===== src/rtl/uart_pkg.sv =====
// Shared UART definitions: FSM state encoding, line levels and default framing.
package uart_pkg;

    localparam int unsigned UART_CLKS_PER_BIT = 16;
    localparam int unsigned UART_DATA_BITS    = 8;

    localparam logic UART_IDLE_LVL  = 1'b1;
    localparam logic UART_START_LVL = 1'b0;

    typedef enum logic [2:0] {
        IDLE      = 3'd0,
        START     = 3'd1,
        DATA      = 3'd2,
        STOP      = 3'd3,
        WAIT_IDLE = 3'd4
    } uart_state_e;

endpackage


===== src/rtl/uart_rx_if.sv =====
// Received-byte handshake between the UART receiver (master) and its consumer (slave).
interface uart_rx_if #(
    parameter int unsigned DATA_BITS = uart_pkg::UART_DATA_BITS
);
    logic [DATA_BITS-1:0] rx_data;
    logic                 rx_valid;
    logic                 rx_ready;
    logic                 frame_err;
    logic                 overrun;

    modport master (output rx_data, rx_valid, frame_err, overrun, input rx_ready);
    modport slave  (input rx_data, rx_valid, frame_err, overrun, output rx_ready);
endinterface


===== src/rtl/uart_sync2.sv =====
// Two-flop synchronizer for a single asynchronous input, reset to a chosen level.
module uart_sync2 #(
    parameter logic RST_VAL = 1'b1
) (
    input  logic clk,
    input  logic rst,
    input  logic i_d,
    output logic o_q
);
    logic r_meta;
    logic r_q;

    always_ff @(posedge clk or negedge rst) begin
        if (!rst) begin
            r_meta <= RST_VAL;
            r_q    <= RST_VAL;
        end else begin
            r_meta <= i_d;
            r_q    <= r_meta;
        end
    end

    assign o_q = r_q;
endmodule


===== src/rtl/uart_rx.sv =====
// UART receiver: mid-bit sampling of a synchronized serial line, framing check,
// and single-entry holding register presented on a valid/ready handshake.
module uart_rx import uart_pkg::*; #(
    parameter int unsigned CLKS_PER_BIT = UART_CLKS_PER_BIT,
    parameter int unsigned DATA_BITS    = UART_DATA_BITS
) (
    input  logic      clk,
    input  logic      rst,
    input  logic      i_rx_bit,
    uart_rx_if.master bus
);
    localparam int unsigned CNT_W = $clog2(CLKS_PER_BIT);
    localparam int unsigned IDX_W = $clog2(DATA_BITS) + 1;

    uart_state_e          r_state;
    uart_state_e          w_state_nxt;
    logic [CNT_W-1:0]     r_clk_cnt,  w_clk_cnt_nxt;
    logic [IDX_W-1:0]     r_bit_idx,  w_bit_idx_nxt;
    logic [DATA_BITS-1:0] r_shift,    w_shift_nxt;
    logic [DATA_BITS-1:0] r_rx_data,  w_data_nxt;
    logic                 r_rx_valid, w_valid_nxt;
    logic                 r_frame_err, w_ferr_nxt;
    logic                 r_overrun,  w_ovr_nxt;
    logic                 w_rx_s;
    logic                 w_half_tick;
    logic                 w_bit_tick;
    logic                 w_last_bit;

    uart_sync2 #(.RST_VAL(UART_IDLE_LVL)) u_sync (
        .clk (clk),
        .rst (rst),
        .i_d (i_rx_bit),
        .o_q (w_rx_s)
    );

    assign w_half_tick = (r_clk_cnt == CNT_W'(CLKS_PER_BIT/2 - 1));
    assign w_bit_tick  = (r_clk_cnt == CNT_W'(CLKS_PER_BIT - 1));
    assign w_last_bit  = (r_bit_idx == IDX_W'(DATA_BITS - 1));

    // State and datapath registers
    always_ff @(posedge clk or negedge rst) begin
        if (!rst) begin
            r_state     <= IDLE;
            r_clk_cnt   <= '0;
            r_bit_idx   <= '0;
            r_shift     <= '0;
            r_rx_data   <= '0;
            r_rx_valid  <= 1'b0;
            r_frame_err <= 1'b0;
            r_overrun   <= 1'b0;
        end else begin
            r_state     <= w_state_nxt;
            r_clk_cnt   <= w_clk_cnt_nxt;
            r_bit_idx   <= w_bit_idx_nxt;
            r_shift     <= w_shift_nxt;
            r_rx_data   <= w_data_nxt;
            r_rx_valid  <= w_valid_nxt;
            r_frame_err <= w_ferr_nxt;
            r_overrun   <= w_ovr_nxt;
        end
    end

    // Next-state logic
    always_comb begin
        w_state_nxt = r_state;
        case (r_state)
            IDLE:      if (w_rx_s == UART_START_LVL) w_state_nxt = START;
            START:     if (w_half_tick) w_state_nxt = (w_rx_s == UART_START_LVL) ? DATA : IDLE;
            DATA:      if (w_bit_tick && w_last_bit) w_state_nxt = STOP;
            STOP:      if (w_bit_tick) w_state_nxt = (w_rx_s == UART_IDLE_LVL) ? IDLE : WAIT_IDLE;
            WAIT_IDLE: if (w_rx_s == UART_IDLE_LVL) w_state_nxt = IDLE;
            default:   w_state_nxt = IDLE;
        endcase
    end

    // Counters, shifter and holding-register updates; delivery decided at the stop sample
    always_comb begin
        w_clk_cnt_nxt = '0;
        w_bit_idx_nxt = r_bit_idx;
        w_shift_nxt   = r_shift;
        w_data_nxt    = r_rx_data;
        w_valid_nxt   = r_rx_valid & ~bus.rx_ready;
        w_ferr_nxt    = 1'b0;
        w_ovr_nxt     = 1'b0;
        case (r_state)
            START: begin
                if (w_half_tick) w_bit_idx_nxt = '0;
                else             w_clk_cnt_nxt = r_clk_cnt + CNT_W'(1);
            end
            DATA: begin
                if (w_bit_tick) begin
                    w_shift_nxt   = {w_rx_s, r_shift[DATA_BITS-1:1]};
                    w_bit_idx_nxt = r_bit_idx + IDX_W'(1);
                end else begin
                    w_clk_cnt_nxt = r_clk_cnt + CNT_W'(1);
                end
            end
            STOP: begin
                if (!w_bit_tick) begin
                    w_clk_cnt_nxt = r_clk_cnt + CNT_W'(1);
                end else if (w_rx_s != UART_IDLE_LVL) begin
                    w_ferr_nxt = 1'b1;
                end else if (!r_rx_valid || bus.rx_ready) begin
                    w_data_nxt  = r_shift;
                    w_valid_nxt = 1'b1;
                end else begin
                    w_ovr_nxt = 1'b1;
                end
            end
            default: ;
        endcase
    end

    assign bus.rx_data   = r_rx_data;
    assign bus.rx_valid  = r_rx_valid;
    assign bus.frame_err = r_frame_err;
    assign bus.overrun   = r_overrun;
endmodule


===== src/flat_wrapper.sv =====
// flat-port wrapper written by rule: the top's interface ports become plain ports
module uart_rx_flat import uart_pkg::*;
#(
    parameter int unsigned CLKS_PER_BIT = UART_CLKS_PER_BIT,
    parameter int unsigned DATA_BITS    = UART_DATA_BITS
)
  (clk, rst, i_rx_bit, bus_rx_data, bus_rx_valid, bus_frame_err, bus_overrun, bus_rx_ready);
  uart_rx_if #(.DATA_BITS(DATA_BITS)) bus_i ();
  input  logic clk;
  input  logic rst;
  input  logic i_rx_bit;
  output wire logic [$bits(bus_i.rx_data)-1:0] bus_rx_data;
  output wire logic [$bits(bus_i.rx_valid)-1:0] bus_rx_valid;
  output wire logic [$bits(bus_i.frame_err)-1:0] bus_frame_err;
  output wire logic [$bits(bus_i.overrun)-1:0] bus_overrun;
  input wire logic [$bits(bus_i.rx_ready)-1:0] bus_rx_ready;
  assign bus_rx_data = bus_i.rx_data;
  assign bus_rx_valid = bus_i.rx_valid;
  assign bus_frame_err = bus_i.frame_err;
  assign bus_overrun = bus_i.overrun;
  assign bus_i.rx_ready = bus_rx_ready;
  uart_rx #(.CLKS_PER_BIT(CLKS_PER_BIT), .DATA_BITS(DATA_BITS)) u_core (.clk(clk), .rst(rst), .i_rx_bit(i_rx_bit), .bus(bus_i));
endmodule

===== config.mk =====
export PLATFORM = sky130hd
export DESIGN_NAME = uart_rx_flat
export DESIGN_NICKNAME = d
export VERILOG_FILES = /design/src/rtl/uart_pkg.sv /design/src/rtl/uart_rx_if.sv /design/src/rtl/uart_sync2.sv /design/src/rtl/uart_rx.sv /design/src/flat_wrapper.sv
export SDC_FILE = /design/constraint.sdc
export NUM_CORES = 1
export LEC_CHECK = 0
export ABC_AREA = 1
export BUFFER_PORTS_ARGS = -buffer_cell sky130_fd_sc_hd__buf_2
export CAP_MARGIN = 20
export CORE_MARGIN = 2
export CORE_UTILIZATION = 35
export CTS_CLUSTER_DIAMETER = 50
export DETAILED_ROUTE_END_ITERATION = 6
export PLACE_DENSITY = 0.55
export SLEW_MARGIN = 0
export SYNTH_ARGS = -nofsm -noshare
export SYNTH_HDL_FRONTEND = slang
export SYNTH_SLANG_ARGS = --single-unit

===== constraint.sdc =====
create_clock -name clk -period 1.9 [get_ports clk]
set_input_delay 0 -clock clk [delete_from_list [all_inputs] [get_ports clk]]
set_output_delay 0 -clock clk [all_outputs]
set_load 0.02 [all_outputs]

==> metrics.md, run 1 <==
| Metric | Value |
|---|---|
| Vias in the first global route | 1,049 |
| #FFs+latches synth | 32 |
| Seq/Total Area, Yosys | 54.7% |
| Max Transition Viols Final | 0 |
| GPL Wtd Cong | 0.808 |
| CORE AREA | 4030 sq um |
| Setup CP Type | flop to flop |
| Area grow syn2layout | 15.8% |
| Max Clock Freq | 632 MHz |
| Setup Viol. Count Final | 0 |
| Syn nets | 164 |
| Global-route wire length before repair | 4.63 mm |
| Worst slew margin | 52.4% |
| Mean Syn Cell Area | 9.30 sq um |
| RSZ-0062 raised after global routing | no |
| Main synth FF type | dfrtp_1 |
| Dominant cell type by area after synthesis | dfrtp_1 |
| Met2 WL | 1.17 mm |
| Largest net degree at the start of global routing | 33 |
| Max FO, Critical Path | 17 |
| Pre-antenna DRT Iters | 4 |
| CP top delay family | simple AND/OR/NAND/NOR gates |
| Gr ovfl total | 0 |
| Vias per inst | 4.54 |
| MaxCap Viol Count | 0 |
| Htree depth | 2 |
| CP most frequent cell | nand2_1 |
| DR top layer | met4 |
| DR DRC count | 0 |
| DR iter-0 viols | 84 |
| Crit start category | flop |
| PwrDens | 1160 nW/um^2 |
| Pre-CTS WS | 0.330 ns |
| Via count | 1,039 |
| Final HPWL DP | 1.80 mm |
| HP Class | input pin to flop |
| Most numerous cell in the Yosys netlist | nand2_1 |
| CP peak stage delay | 0.40 ns |
| Pwr Total | 1980 uW |
| # diodes | 0 |
| Starting density of the core | 36.5% |
| Initial antenna violation count | 0 |
| DP Area | 1570 sq um |
| Clock Pin Slew Worst Setup and Hold Paths | 0.07 ns |
| Antenna viol nets, final | 0 |
| Final instance area | 1700 sq um |
| Critical Path End Type | flop |
| Sw frac | 32.8% |
| Layout cell share with drive strength beyond 1 | 26.8% |
| Post-CTS resize count | 0 |
| Min Tclk post-route | 1.58 ns |
| CTS sink cnt | 32 |
| WP data required | 2.08 ns |
| Post-synthesis cell area | 1470 sq um |
| Clock Path Buffers | 2 |
| Leakage power figure | 0.000838 uW |
| Worst Max-Slew Pin Slew | 0.714 ns |
| Final WL | 2.53 mm |
| Clock latency on the worst-skew pair | 0.29 ns |
| Dominant cells by area after synthesis | dfrtp_1, nand2_1, o21ai_2 |
| CP Buf/Inv Count | 0 |
| Num ports | 15 |
| Avg WL per Cell | 11.0 microns |
| Maximum vdd drop | 0.000449 V |
| CTS buffer count | 5 |
| Top post-synthesis cells by count | nand2_1, dfrtp_1, inv_1, nor2_1, o21ai_1 |
| Asr flop ratio synth | 100% |
| CTS tree | yes |
| Std-Cell Rows | 23 |
| Die area | 4730 sq um |
| Worst Path Arrival | 1.76 ns |
| DR WL met3 | 140 microns |
| Synthesized netlist cell count | 158 |
| Die Height | 68.8 microns |
| Post-synth cell types | 24 |
| Clk pwr share | 32.5% |
| Int Power | 1330 uW |
| Die width | 68.8 microns |
| Setup ws final | 0.318 ns |
| Fin. Hold Viols | 0 |
| Synth Warn # | 0 |
| Final TNS setup | 0 ns |
| Hold slack | 0.0223 ns |
| Post-Route M1 WL | 1.14 mm |
| GRT Util Overall | 13.7% |
| CTS Root Cell | clkbuf_8 |
| Final period util | 83.3% |
| Clk_skew | 0.00876 ns |
| Outcome | completed |
| Top cell type's share of synthesized area | 51.1% |
| CP max-delay cell | nor2_4 |
| Net Switching | 649 uW |
| Share of power burned in registers | 43.6% |
| Number of synthesized flops with an enable pin | 0 |
| Worst path cell trace | ha_1, nand3_1, nor2_4, o21ai_4, nand2_1, nand2_1 |
| Comb power frac | 23.9% |
| Nets | 184 |
| Port bufs | 14 |
## metrics by stage
step                utilization (%)  instances
finish                         42.2        229
global route                   42.2        229
CTS                            42.2        229
detailed placement             39.1        219
global placement               39.1        219
floorplan                         -        158
## placed cells by master, fill, tap and decap left out, drive strengths merged
master       synthesis  routed
nand2               45      45
dfrtp               30      30
inv                 21      21
nor2                19      19
o21ai               19      19
buf                  3      14
nand3                8       8
clkbuf               0       6
xor2                 2       2
nand4                2       2
ha                   2       2
dlygate4sd3          0       2
dfstp                2       2
nor3b                1       1
o22ai                1       1
a21oi                1       1
a31o                 1       1
nand3b               1       1
clkinv               0       1
bufinv               0       1
## worst paths after layout
kind                                 startpoint                    end  slack (ns)  cells after the start
max                         u_core.r_clk_cnt[0]    u_core.r_bit_idx[3]        0.32                      6
min                                bus_rx_ready     u_core.bus.overrun        0.02                      4
max reg2reg                 u_core.r_clk_cnt[0]    u_core.r_bit_idx[3]        0.32                      6
min reg2reg                u_core.u_sync.r_meta      u_core.u_sync.o_q        0.36                      0
max in group asynchronous                   rst  u_core.bus.rx_data[6]        1.14                      2
min in group asynchronous                   rst    u_core.r_clk_cnt[3]        0.29                      2
## cell type report
type / count / area (sq um)
Timing Repair Buffer: 16 / 90.1
Fill cell: 398 / 2330
Tap cell: 50 / 62.6
Sequential cell: 32 / 803
Clock buffer: 6 / 72.6
Multi-Input combinational cell: 102 / 559
Clock inverter: 2 / 35.0
Inverter: 21 / 78.8
## routing by layer
| layer | vias to the layer above | track usage, % |
|---|---|---|
| li1 | 533 | - |
| met1 | 472 | 16.6 |
| met2 | 26 | 21.5 |
| met3 | 8 | 3.41 |
| met4 | 0 | 8.82 |
| met5 | - | 0 |
## logic make-up (layout without fill, tap and decap cells)
family | after synthesis | after routing | synth area share [%]
AOI/OAI and AO/OA | 22 | 22 | 10.6
xor gates and xnor gates | 2 | 2 | 1.19
adders and majority gates | 2 | 2 | 1.70
buffers and inverters | 24 | 45 | 7.24
DFF | 32 | 32 | 54.7
and+or+nand+nor | 76 | 76 | 24.5
## sequential cells by signal (all words and copies together) (netlist names)
signal / cells
u_core.bus.overrun: 1
u_core.u_sync.o_q: 1
u_core.bus.rx_data: 8
u_core.r_bit_idx: 4
u_core.bus.frame_err: 1
u_core.bus.rx_valid: 1
u_core.r_state: 3
u_core.r_shift: 8
u_core.r_clk_cnt: 4
u_core.u_sync.r_meta: 1
## tightest hold or removal path, cell delays in order
cell	delay, ns
buf_2	0.07
nor2_1	0.03
inv_1	0.11
nor2_1	0.06
## power by group through the flow
stage | logic, uW | clock network (uW) | registers, uW
final | 473 | 642 | 863
after global routing | 554 | 694 | 878
after CTS | 479 | 665 | 861
after detailed placement | 475 | 0 | 874
after global placement | 472 | 0 | 870
after floorplan | 418 | 0 | 831
## timing repair
item / CTS / global route
endpoints found under the hold margin: 31 / 0
hold buffers: 2 / 0
buffers inserted: 0 / 0
Power figures use the tool's default switching activity.
==> inputs of run 2 (changes only) <==
==> constraint.sdc (replaced) <==
create_clock -name clk -period 1.5 [get_ports clk]
set_input_delay 0 -clock clk [delete_from_list [all_inputs] [get_ports clk]]
set_output_delay 0 -clock clk [all_outputs]
set_load 0.02 [all_outputs]
==> metrics.md, run 2 (synthesis gave the netlist of run 1 again) <==
| Metric | Value |
|---|---|
| Placed cells | 221 |
| Worst slew margin | 52.5% |
| Final period util | 92.8% |
| Die width | 68.8 microns |
| Reg2reg start | u_core.r_state[1] |
| Setup CP Type | flop to flop |
| CTS tree | yes |
| Die Height | 68.8 microns |
| Initial antenna violation count | 0 |
| Min Tclk post-route | 1.39 ns |
| Clock Path Buffers | 2 |
| Global-route wire length before repair | 4.57 mm |
| Register-to-register setup slack | 0.11 ns |
| GPL Wtd Cong | 0.776 |
| CORE AREA | 4030 sq um |
| GR Util met2 | 21.0% |
| WP data required | 1.66 ns |
| CP max-delay cell | dfrtp_1 |
| Via count | 1,064 |
| Nets | 189 |
| Vias in the first global route | 1,045 |
| Clock latency on the worst-skew pair | 0.28 ns |
| Leakage power figure | 0.000866 uW |
| CTS Root Cell | clkbuf_8 |
| Num ports | 15 |
| Final WL | 2.71 mm |
| Fin. Hold Viols | 0 |
| Starting density of the core | 36.5% |
| Max Transition Viols Final | 0 |
| Std-Cell Rows | 23 |
| Met1 Use GR | 16.4% |
| Worst Max-Slew Pin Slew | 0.713 ns |
| Commonest cells after routing, fill and taps aside | nand2_1, dfrtp_1, inv_1, buf_2, nor2_1 |
| Antenna viol nets, final | 0 |
| DR DRC count | 0 |
| # fillers | 393 |
| Post-Layout Cell Count | 234 |
| Layout cell share with drive strength beyond 1 | 32.1% |
| Critical Path End Type | flop |
| GRT busiest layer | met2 |
| PwrDens | 1510 nW/um^2 |
| HP Class | input pin to flop |
| Hold slack | 0.123 ns |
| CTS sink cnt | 32 |
| Critical path destination | u_core.bus.rx_data[7] |
| GRT Util Overall | 13.6% |
| Avg WL per Cell | 11.6 microns |
| Outcome | completed |
| Vias per inst | 4.55 |
| Setup ws final | 0.108 ns |
| CP Launch Point | u_core.r_state[1] |
| CP peak stage delay | 0.48 ns |
| Worst Path Arrival | 1.56 ns |
| Port bufs | 14 |
| # diodes | 0 |
| Pre-CTS WS | 0.0367 ns |
| Htree depth | 2 |
| Final TNS setup | 0 ns |
| R2R cell count | 7 |
| Setup Viol. Count Final | 0 |
| Die area | 4730 sq um |
| Maximum vdd drop | 0.000829 V |
| Worst path cell trace | inv_2, nor2_4, nand2_2, nor2_4, nand3_4, nand2_2, o21ai_2 |
| Clock Pin Slew Worst Setup and Hold Paths | 0.07 ns |
| Area grow syn2layout | 21.4% |
| CTS buffer count | 5 |
| Largest net degree at the start of global routing | 33 |
| Met3 usage | 5.36% |
| DR iter-0 viols | 43 |
| Clk_skew | 0.00939 ns |
| Final HPWL DP | 1.83 mm |
| Max Clock Freq | 718 MHz |
| Commonest non-fill, non-tap cell in the layout | nand2_1 |
| MaxCap Viol Count | 0 |
| Max FO, Critical Path | 8 |
| Gr ovfl total | 0 |
| Pre-antenna DRT Iters | 4 |
| R2R Path End | u_core.bus.rx_data[7] |
| Crit start category | flop |
run 2: cell types whose count changed in the layout (fill, tap and decap cells not counted), sizes merged:
cell	before	now
buf	14	18
clkbuf	6	7
clkinv	1	0
nand3	8	9
run 2: what timing repair did:
| item | in CTS | in global routing |
|---|---|---|
| hold buffers | 2 | 0 |
| hold endpoints to repair | 31 | 0 |
| gates resized for setup | 0 | 6 |
| buffers inserted | 0 | 2 |
| endpoints found under the setup margin | 0 | 13 |
run 2: critical path, delay by kind of cell, from the launching register on:
kind            cells  cell delay, ns
buf+inv             1            0.09
simple gates        5            0.66
flops               1            0.48
compound gates      1            0.05
run 2: metal layers:
metal | vias up | wire length, microns
met2 | 16 | 1280
met1 | 499 | 1280
li1 | 544 | -
met4 | 0 | 32
met3 | 5 | 117
met5 | - | 0
run 2: worst min path at each step:
stage | end | cells past startpoint | startpoint
finish | u_core.bus.rx_valid | 4 | bus_rx_ready
global route | u_core.bus.rx_valid | 4 | bus_rx_ready
CTS | u_core.bus.rx_valid | 4 | bus_rx_ready
detailed placement | u_core.r_clk_cnt[2] | 1 | rst
global placement | u_core.bus.frame_err | 1 | rst
floorplan | u_core.bus.frame_err | 0 | rst
run 2: stage by stage:
step	area [sq um]	total power, uW	util, %
after floorplan	1470	1580	-
after global placement	1590	1710	39.4
after detailed placement	1590	1730	39.4
after CTS	1740	2650	43.1
after global routing	1780	2890	44.3
final	1780	2690	44.3
run 2: final cells by class:
type	instances	area, sq um	area share [%]
Timing Repair Buffer	20	120	6.74
Clock buffer	7	96.3	5.40
Multi-Input combinational cell	103	592	33.2
Inverter	21	78.8	4.42
Sequential cell	32	803	45.1
Clock inverter	1	30.0	1.68
Tap cell	50	62.6	3.51
run 2: power breakdown:
group | total (uW) | switching (uW) | internal [uW]
Combinational | 693 | 413 | 281
Clock | 898 | 312 | 586
Sequential | 1100 | 133 | 970
Total | 2690 | 858 | 1840
